[src/rtl/rshift_pkg.sv]
// Shared types and defaults for the iterative right shifter (rshift_seq).
package rshift_pkg;

  localparam int DATA_W_DEF = 28;
  localparam int STEP_DEF   = 2;

  typedef enum logic [1:0] {
    IDLE,
    SHIFT,
    DONE
  } rshift_state_t;

  // Number of clocks a clamped shift amount spends in SHIFT.
  function automatic int unsigned shift_cycles(input int unsigned amt, input int unsigned step);
    return (amt + step - 1) / step;
  endfunction

endpackage

[src/rtl/rshift_seq_if.sv]
// Request/response handshake bundle for rshift_seq; in_arith exists only with RSHIFT_SEQ_ARITH_EN.
interface rshift_seq_if
  import rshift_pkg::*;
#(
  parameter int DATA_W = DATA_W_DEF,
  parameter int AMT_W  = $clog2(DATA_W + 1)
) ();

  logic              in_valid;
  logic              in_ready;
  logic [DATA_W-1:0] in_data;
  logic [AMT_W-1:0]  in_amt;
`ifdef RSHIFT_SEQ_ARITH_EN
  logic              in_arith;
`endif
  logic              out_valid;
  logic              out_ready;
  logic [DATA_W-1:0] out_data;

  modport master (
    output in_valid,
    input  in_ready,
    output in_data,
    output in_amt,
`ifdef RSHIFT_SEQ_ARITH_EN
    output in_arith,
`endif
    input  out_valid,
    output out_ready,
    input  out_data
  );

  modport slave (
    input  in_valid,
    output in_ready,
    input  in_data,
    input  in_amt,
`ifdef RSHIFT_SEQ_ARITH_EN
    input  in_arith,
`endif
    output out_valid,
    input  out_ready,
    output out_data
  );

endinterface

[src/rtl/rshift_step.sv]
// Combinational single-step right shifter: shifts by k (0..STEP) and fills vacated MSBs with fill.
module rshift_step #(
  parameter int DATA_W = 28,
  parameter int STEP   = 2,
  parameter int K_W    = $clog2(STEP + 1)
) (
  input  logic [DATA_W-1:0] data_in,
  input  logic [K_W-1:0]    k,
  input  logic              fill,
  output logic [DATA_W-1:0] data_out
);

  logic [DATA_W-1:0] fill_mask;

  // Ones exactly in the k vacated MSB positions.
  assign fill_mask = ~({DATA_W{1'b1}} >> k);
  assign data_out  = (data_in >> k) | (fill ? fill_mask : '0);

endmodule

[src/rtl/rshift_seq.sv]
// Iterative right shifter: up to STEP bits per clock over valid/ready handshakes.
// Define RSHIFT_SEQ_ARITH_EN to add the in_arith port for arithmetic (sign-filling) shifts.
module rshift_seq
  import rshift_pkg::*;
#(
  parameter  int DATA_W = DATA_W_DEF,
  parameter  int STEP   = STEP_DEF,
  localparam int AMT_W  = $clog2(DATA_W + 1),
  localparam int K_W    = $clog2(STEP + 1)
) (
  input logic        clk,
  input logic        reset,
  rshift_seq_if.slave bus
);

  if (STEP < 1 || STEP > DATA_W) begin : g_bad_step
    $error("rshift_seq: STEP must lie in 1..DATA_W");
  end

  rshift_state_t     state_q, state_d;
  logic [DATA_W-1:0] data_q;
  logic [AMT_W-1:0]  rem_q;
  logic              fill_q;

  logic [AMT_W-1:0]  amt_clamped;
  logic [AMT_W-1:0]  rem_next;
  logic [K_W-1:0]    k;
  logic [DATA_W-1:0] shifted;
  logic              fill_in;

  assign amt_clamped = (bus.in_amt > AMT_W'(DATA_W)) ? AMT_W'(DATA_W) : bus.in_amt;
  assign k           = (rem_q < AMT_W'(STEP)) ? K_W'(rem_q) : K_W'(STEP);
  assign rem_next    = rem_q - AMT_W'(k);

`ifdef RSHIFT_SEQ_ARITH_EN
  assign fill_in = bus.in_arith & bus.in_data[DATA_W-1];
`else
  assign fill_in = 1'b0;
`endif

  rshift_step #(
    .DATA_W (DATA_W),
    .STEP   (STEP),
    .K_W    (K_W)
  ) u_step (
    .data_in  (data_q),
    .k        (k),
    .fill     (fill_q),
    .data_out (shifted)
  );

  // NOTE: sequential state uses <= so every register samples pre-edge values.
  always_ff @(posedge clk) begin
    if (reset) state_q <= IDLE;
    else       state_q <= state_d;
  end

  // NOTE: state_d is defaulted first so no path through the case infers a latch.
  always_comb begin
    state_d = state_q;
    unique case (state_q)
      IDLE:    if (bus.in_valid) state_d = (amt_clamped == '0) ? DONE : SHIFT;
      SHIFT:   if (rem_next == '0) state_d = DONE;
      DONE:    if (bus.out_ready) state_d = IDLE;
      default: state_d = IDLE;
    endcase
  end

  always_ff @(posedge clk) begin
    if (reset) begin
      data_q <= '0;
      rem_q  <= '0;
      fill_q <= 1'b0;
    end else begin
      unique case (state_q)
        IDLE: if (bus.in_valid) begin
          data_q <= bus.in_data;
          rem_q  <= amt_clamped;
          fill_q <= fill_in;
        end
        SHIFT: begin
          data_q <= shifted;
          rem_q  <= rem_next;
        end
        default: ;
      endcase
    end
  end

  // in_ready is combinational so a request is refused during the reset cycle itself.
  assign bus.in_ready  = (state_q == IDLE) && !reset;
  assign bus.out_valid = (state_q == DONE);
  assign bus.out_data  = data_q;

endmodule

[src/flat_wrapper.sv]
// flat-port wrapper written by rule: the top's interface ports become plain ports
module rshift_seq_flat import rshift_pkg::*;
#(
  parameter  int DATA_W = DATA_W_DEF,
  parameter  int STEP   = STEP_DEF,
  localparam int AMT_W  = $clog2(DATA_W + 1),
  localparam int K_W    = $clog2(STEP + 1)
)
  (clk, reset, bus_in_valid, bus_in_ready, bus_in_data, bus_in_amt, bus_out_valid, bus_out_ready, bus_out_data);
  rshift_seq_if #(.DATA_W(DATA_W), .AMT_W((5))) bus_i ();
  input logic clk;
  input logic reset;
  input wire logic [$bits(bus_i.in_valid)-1:0] bus_in_valid;
  output wire logic [$bits(bus_i.in_ready)-1:0] bus_in_ready;
  input wire logic [$bits(bus_i.in_data)-1:0] bus_in_data;
  input wire logic [$bits(bus_i.in_amt)-1:0] bus_in_amt;
  output wire logic [$bits(bus_i.out_valid)-1:0] bus_out_valid;
  input wire logic [$bits(bus_i.out_ready)-1:0] bus_out_ready;
  output wire logic [$bits(bus_i.out_data)-1:0] bus_out_data;
  assign bus_i.in_valid = bus_in_valid;
  assign bus_in_ready = bus_i.in_ready;
  assign bus_i.in_data = bus_in_data;
  assign bus_i.in_amt = bus_in_amt;
  assign bus_out_valid = bus_i.out_valid;
  assign bus_i.out_ready = bus_out_ready;
  assign bus_out_data = bus_i.out_data;
  rshift_seq #(.DATA_W(DATA_W), .STEP(STEP)) u_core (.clk(clk), .reset(reset), .bus(bus_i));
endmodule
[config.mk]
export PLATFORM = sky130hd
export DESIGN_NAME = rshift_seq_flat
export DESIGN_NICKNAME = d
export VERILOG_FILES = /design/src/rtl/rshift_pkg.sv /design/src/rtl/rshift_seq_if.sv /design/src/rtl/rshift_step.sv /design/src/rtl/rshift_seq.sv /design/src/flat_wrapper.sv
export SDC_FILE = /design/constraint.sdc
export NUM_CORES = 1
export LEC_CHECK = 0
export CORE_ASPECT_RATIO = 0.6
export CORE_MARGIN = 5
export CORE_UTILIZATION = 53
export CTS_BUF_LIST = sky130_fd_sc_hd__clkbuf_16
export CTS_CLUSTER_DIAMETER = 200
export DETAILED_ROUTE_END_ITERATION = 8
export HOLD_SLACK_MARGIN = 0.06
export PLACE_DENSITY = 0.87
export SYNTH_ARGS = -nofsm -noshare
export SYNTH_HDL_FRONTEND = slang
export SYNTH_SLANG_ARGS = --single-unit
[constraint.sdc]
create_clock -name clk -period 6.9 [get_ports clk]
set_clock_uncertainty 0.05 [all_clocks]
set_input_delay 1.38 -clock clk [delete_from_list [all_inputs] [get_ports clk]]
set_output_delay 1.38 -clock clk [all_outputs]
set_load 0.01 [all_outputs]
### After elaboration in Yosys (flattened, before gate mapping)

Index checks and enable logic that the tools add are counted.

| cells by class | value |
|---|---|
| $add $sub $neg | 1 |
| order comparisons | 2 |
| eq/ne operators | 5 |
| multiply operators | 0 |
| reduce and logical (&&, ||, !) cells | 8 |
| shifts and indexed selects | 1 |
| muxes and demuxes | 11 |
| bitwise logic cells | 0 |
| div/mod/pow operators | 0 |

Operators by type and width:

| cell | count |
|---|---|
| 28-bit case mux with 2 select lines | 1 |
| 28-bit two-way mux | 1 |
| 28-bit by 2-bit right shift with 28-bit output | 1 |
| 5-bit zero test | 2 |
| 2-bit two-way mux | 5 |
| 5-bit two-way mux | 2 |
| 5-bit case mux with 2 select lines | 1 |
| 2-bit case mux with 3 select lines | 1 |
| 5-bit greater-than comparator, second input constant | 1 |
| 5-bit by 2-bit less-than comparator with 1-bit output, second input constant | 1 |
| 5-bit by 2-bit subtractor with 5-bit output | 1 |
| 2-bit by 1-bit inequality test with 1-bit output, second input constant | 2 |
| 3-bit AND reduction | 1 |
| 2-bit by 1-bit == test with 1-bit output, second input constant | 1 |
| 2-bit == test, second input constant | 1 |
| 2-bit zero test | 1 |
| 2-bit inequality test, second input constant | 1 |
| 2-bit AND reduction | 1 |
| 2-bit nonzero test | 1 |
| 1-bit logical AND | 1 |
| 1-bit zero test | 1 |

| storage, ports and cells | value |
|---|---|
| register bits after elaboration | 35 |
| output and inout bits | 30 |
| logic and storage cells | 31 |
| memories | 0 |
| bits in latches | 0 |
| bits of input ports | 37 |
| bits in writable memories | 0 |
| ROM bits | 0 |

### Depth between registers and ports, before layout

| logic depth | value |
|---|---|
| depth after elaboration | 6 |
| mapped depth | 10 |

### Cells and area by module

Synthesis repeated with hierarchy kept, for this count alone.

| second synthesis, totals | value |
|---|---|
| cell total of the unflattened synthesis | 229 |
| area total of the unflattened synthesis | 2446.1 um^2 |

By module, submodules not included:

| module | cells an instance | instances | area an instance (um^2) |
|---|---|---|---|
| rshift_seq | 193 | 1 | 1744.2 |
| rshift_step | 36 | 1 | 701.9 |

### Least setup slack after synthesis

Ideal clock, no wire load.

| path | value |
|---|---|
| kind | input to output |
| start | input reset |
| end | output bus_in_ready |
| buffers on the path | 2 |
| path slack | 3.441 ns |
| stages | 3 |
| arrival | 2.029 ns |
| path through | clkbuf_1 -> clkbuf_1 -> nor3_1 |

| on the way | value |
|---|---|
| cells in the longest elaborated chain, start to end | 2 |

Ends and longest elaborated chain:

| element | RTL line | RTL |
|---|---|---|
| start, declared | flat_wrapper.sv:12 | `input logic reset;` |
| 1-bit zero test | rshift_seq.sv:91 | `assign bus.in_ready = (state_q == IDLE) && !reset;` |
| 1-bit logical AND | rshift_seq.sv:91 |  |
| end, declared | flat_wrapper.sv:14 | `output wire logic [$bits(bus_i.in_ready)-1:0] bus_in_ready;` |

No other way between the ends.

### Worst setup path in the final report

Same ends and word-level chain as after synthesis.

==> results.toml <==
[sta]
max_freq_mhz = 238
finalSetupViolations = 0
slew_viol_final = 0
rsz0062_at_grt = "false"
setup_tns_ps = 0
finalCritPeriodShare = 0.608
tightest_slew_ps = 1180
period_needed_ps = 4200
finalHoldViolations = 0
timing.slew.headroom = 0.214

[power]
powerDensity_nw_per_um2 = 245
p_total_uw = 794
power_leakage_uw = 0.00106
peakVddDrop_mv = 0.160

[floorplan]
fp.coreArea_um2 = 4560
ioPinCount = 67
die_height_um = 63.1
floorplan.initialDensity = 0.545
fp.dieW_um = 98.4
dieArea_um2 = 6210
rows = 19

[clock_tree]
path_clk_slew_ps = 50
clk_latency_ps = 280
cts.path.max_buffers = 2
postCtsSetupBuffers = 0
clkSinkCount = 35
cts_buffers = 5
postCtsHoldBufs = 0
cts_tree = "yes"
htreeDepth = 2
cts-resized-gates = 0
cts_root_buffer = "clkbuf_16"

[finish]
layout-drive-gt1-share = 0.0556
finalNetCount = 397
area_growth_pct = 30.1
n_antenna_cell = 0

[synth]
netlist.area_leader.share = 0.282
synth_area_leaders = "dfxtp_1 28%, a21oi_1 10%, a311o_1 8.5%"
synth_most_common_cell = "a21oi_1"
ys_async_sr_fraction = 0
syn_inst = 317
synth_warnings = 0
postSynthAreaPerCell_um2 = 7.85
ys.flop_type = "dfxtp_1"
netlist_area_um2 = 2490
synth-seq-area-share = 0.282
syn-num-nets = 355
synth_common_cells = "52 x a21oi_1, 35 x dfxtp_1, 29 x nor2b_1"
yosysTopAreaCell = "dfxtp_1"
yosysUniqueCellTypes = 47
ys_seq_elements = 35
synth_edf_count = 0

[worst_setup_path]
critical_path.endpoint = "bus_in_ready"
r2r-end = "u_core.state_q[0]$_SDFFE_PP0P_"
crit_type = "in2out"
worstSetupEndpointType = "output pin"
ff2ff_setup_slack_ps = 4180
crit_start = "reset"
r2r_start = "u_core.rem_q[2]$_SDFFE_PP0P_"
worstPathRequired_ps = 5470
critPathMaxFanout = 38
reg2regPathDepth = 7
arrival_ps = 2770
start_kind = "primary input"

[global_route]
grtUsageTotal = 0.245
gr-total-overflow = 0
grt_pass1_vias = 2559
grt_max_degree = 57
grt_antenna_before_repair = 0
grt_first_pass_wirelength_um = 12500

[job]
maxCapViolations = 0

[placement]
routabilityCongestion = 0.814
port_buffers = 66
hpwl_um = 4760

[detailed_routing]
antenna_left = 0
first_pass_iters = 5
drc_errors = 0
vias = 2764
drt_first_iter_violations = 332
wl_per_cell_um = 18.2
via_per_inst = 6.53
wirelength_um = 7690

[worst_hold_path]
hp-class = "reg2reg"

[status]
outcome = "completed"
-- cell families (layout without fill, tap and decap cells) --
logic type               count (synthesis)  after routing  share of synthesized area
AND/OR/NAND/NOR                         94             94                      0.230
other                                    1              1                    0.00151
adder cells (fa/ha/maj)                  2              2                    0.00905
AO/OA/AOI/OAI                          144            144                      0.396
buffers and inverters                   40             83                     0.0775
flip-flops                              35             35                      0.282
multiplexers                             1              1                    0.00402
-- metal layers --
| layer | up-vias | global-route usage | wire length, um |
|---|---|---|---|
| met3 | 10 | 0.0673 | 804 |
| li1 | 1296 | - | - |
| met5 | - | 0 | 0 |
| met4 | 0 | 0.0716 | 98 |
| met1 | 1292 | 0.346 | 3460 |
| met2 | 166 | 0.363 | 3330 |
-- registers in the layout, indices dropped and copies added (netlist names) --
name                 count
u_core.bus.out_data     28
u_core.rem_q             5
u_core.state_q           2
-- stage by stage --
step | setup WS [ps] | utilization | cells | hold WS (ps) | cell area [um^2]
detailed placement | 2700 | 0.679 | 415 | 437 | 3100
global placement | 2690 | 0.679 | 415 | 419 | 3100
floorplan | 3440 | - | 317 | 454 | 2490
finish | 2700 | 0.709 | 423 | 458 | 3240
global route | 2610 | 0.709 | 423 | 468 | 3240
CTS | 2700 | 0.709 | 423 | 449 | 3240
-- area by class of cell --
| cell class | instances | area, um^2 |
|---|---|---|
| clock buffers | 5 | 125 |
| fillers | 386 | 1330 |
| clock inverters | 3 | 11.3 |
| multi-input cells | 242 | 1610 |
| repair buffers | 71 | 698 |
| flip-flops and latches | 35 | 702 |
| well taps | 63 | 78.8 |
| inverters | 4 | 15.0 |
-- where the power goes --
group          leakage (uW)  internal, uW  switching [uW]
Combinational      0.000702           144             160
Clock             0.0000701           130            85.9
Sequential         0.000288           228            46.3
-- worst max-delay path, stage by stage --
cell and delay [ps]:
clkdlybuf4s50_1 450, buf_4 360, nor3_1 80, clkdlybuf4s50_1 490
-- cells in the final DEF (no fill, tap or decap), types with 2 or more instances in the layout --
cell and n:
clkdlybuf4s50_1 66, a211oi_1 25, o211ai_1 2, a311o_1 21
buf_4 5, inv_1 5, a311oi_1 2, nand3b_1 2
nor2b_1 28, dfxtp_1 34, or4b_2 2, nand3_1 3
clkinv_1 2, nor2_1 13, a31oi_1 22, nand2b_1 25
nor4_1 2, clkbuf_16 5, and3_1 2, o41ai_1 2
nor3_1 3, o21ai_0 7, nand2_1 6, a21oi_1 52
-- how the worst min path moves through the flow --
stage                                        startpoint                                   to  slack, ps  cells after the start
floorplan           u_core.bus.out_data[0]$_SDFFE_PP0P_  u_core.bus.out_data[0]$_SDFFE_PP0P_        450                      2
global placement    u_core.bus.out_data[0]$_SDFFE_PP0P_  u_core.bus.out_data[0]$_SDFFE_PP0P_        420                      2
detailed placement  u_core.bus.out_data[0]$_SDFFE_PP0P_  u_core.bus.out_data[0]$_SDFFE_PP0P_        440                      2
CTS                 u_core.bus.out_data[1]$_SDFFE_PP0P_  u_core.bus.out_data[1]$_SDFFE_PP0P_        450                      2
global route        u_core.bus.out_data[0]$_SDFFE_PP0P_  u_core.bus.out_data[0]$_SDFFE_PP0P_        470                      2
finish              u_core.bus.out_data[1]$_SDFFE_PP0P_  u_core.bus.out_data[1]$_SDFFE_PP0P_        460                      2
Power figures use the tool's default switching activity.
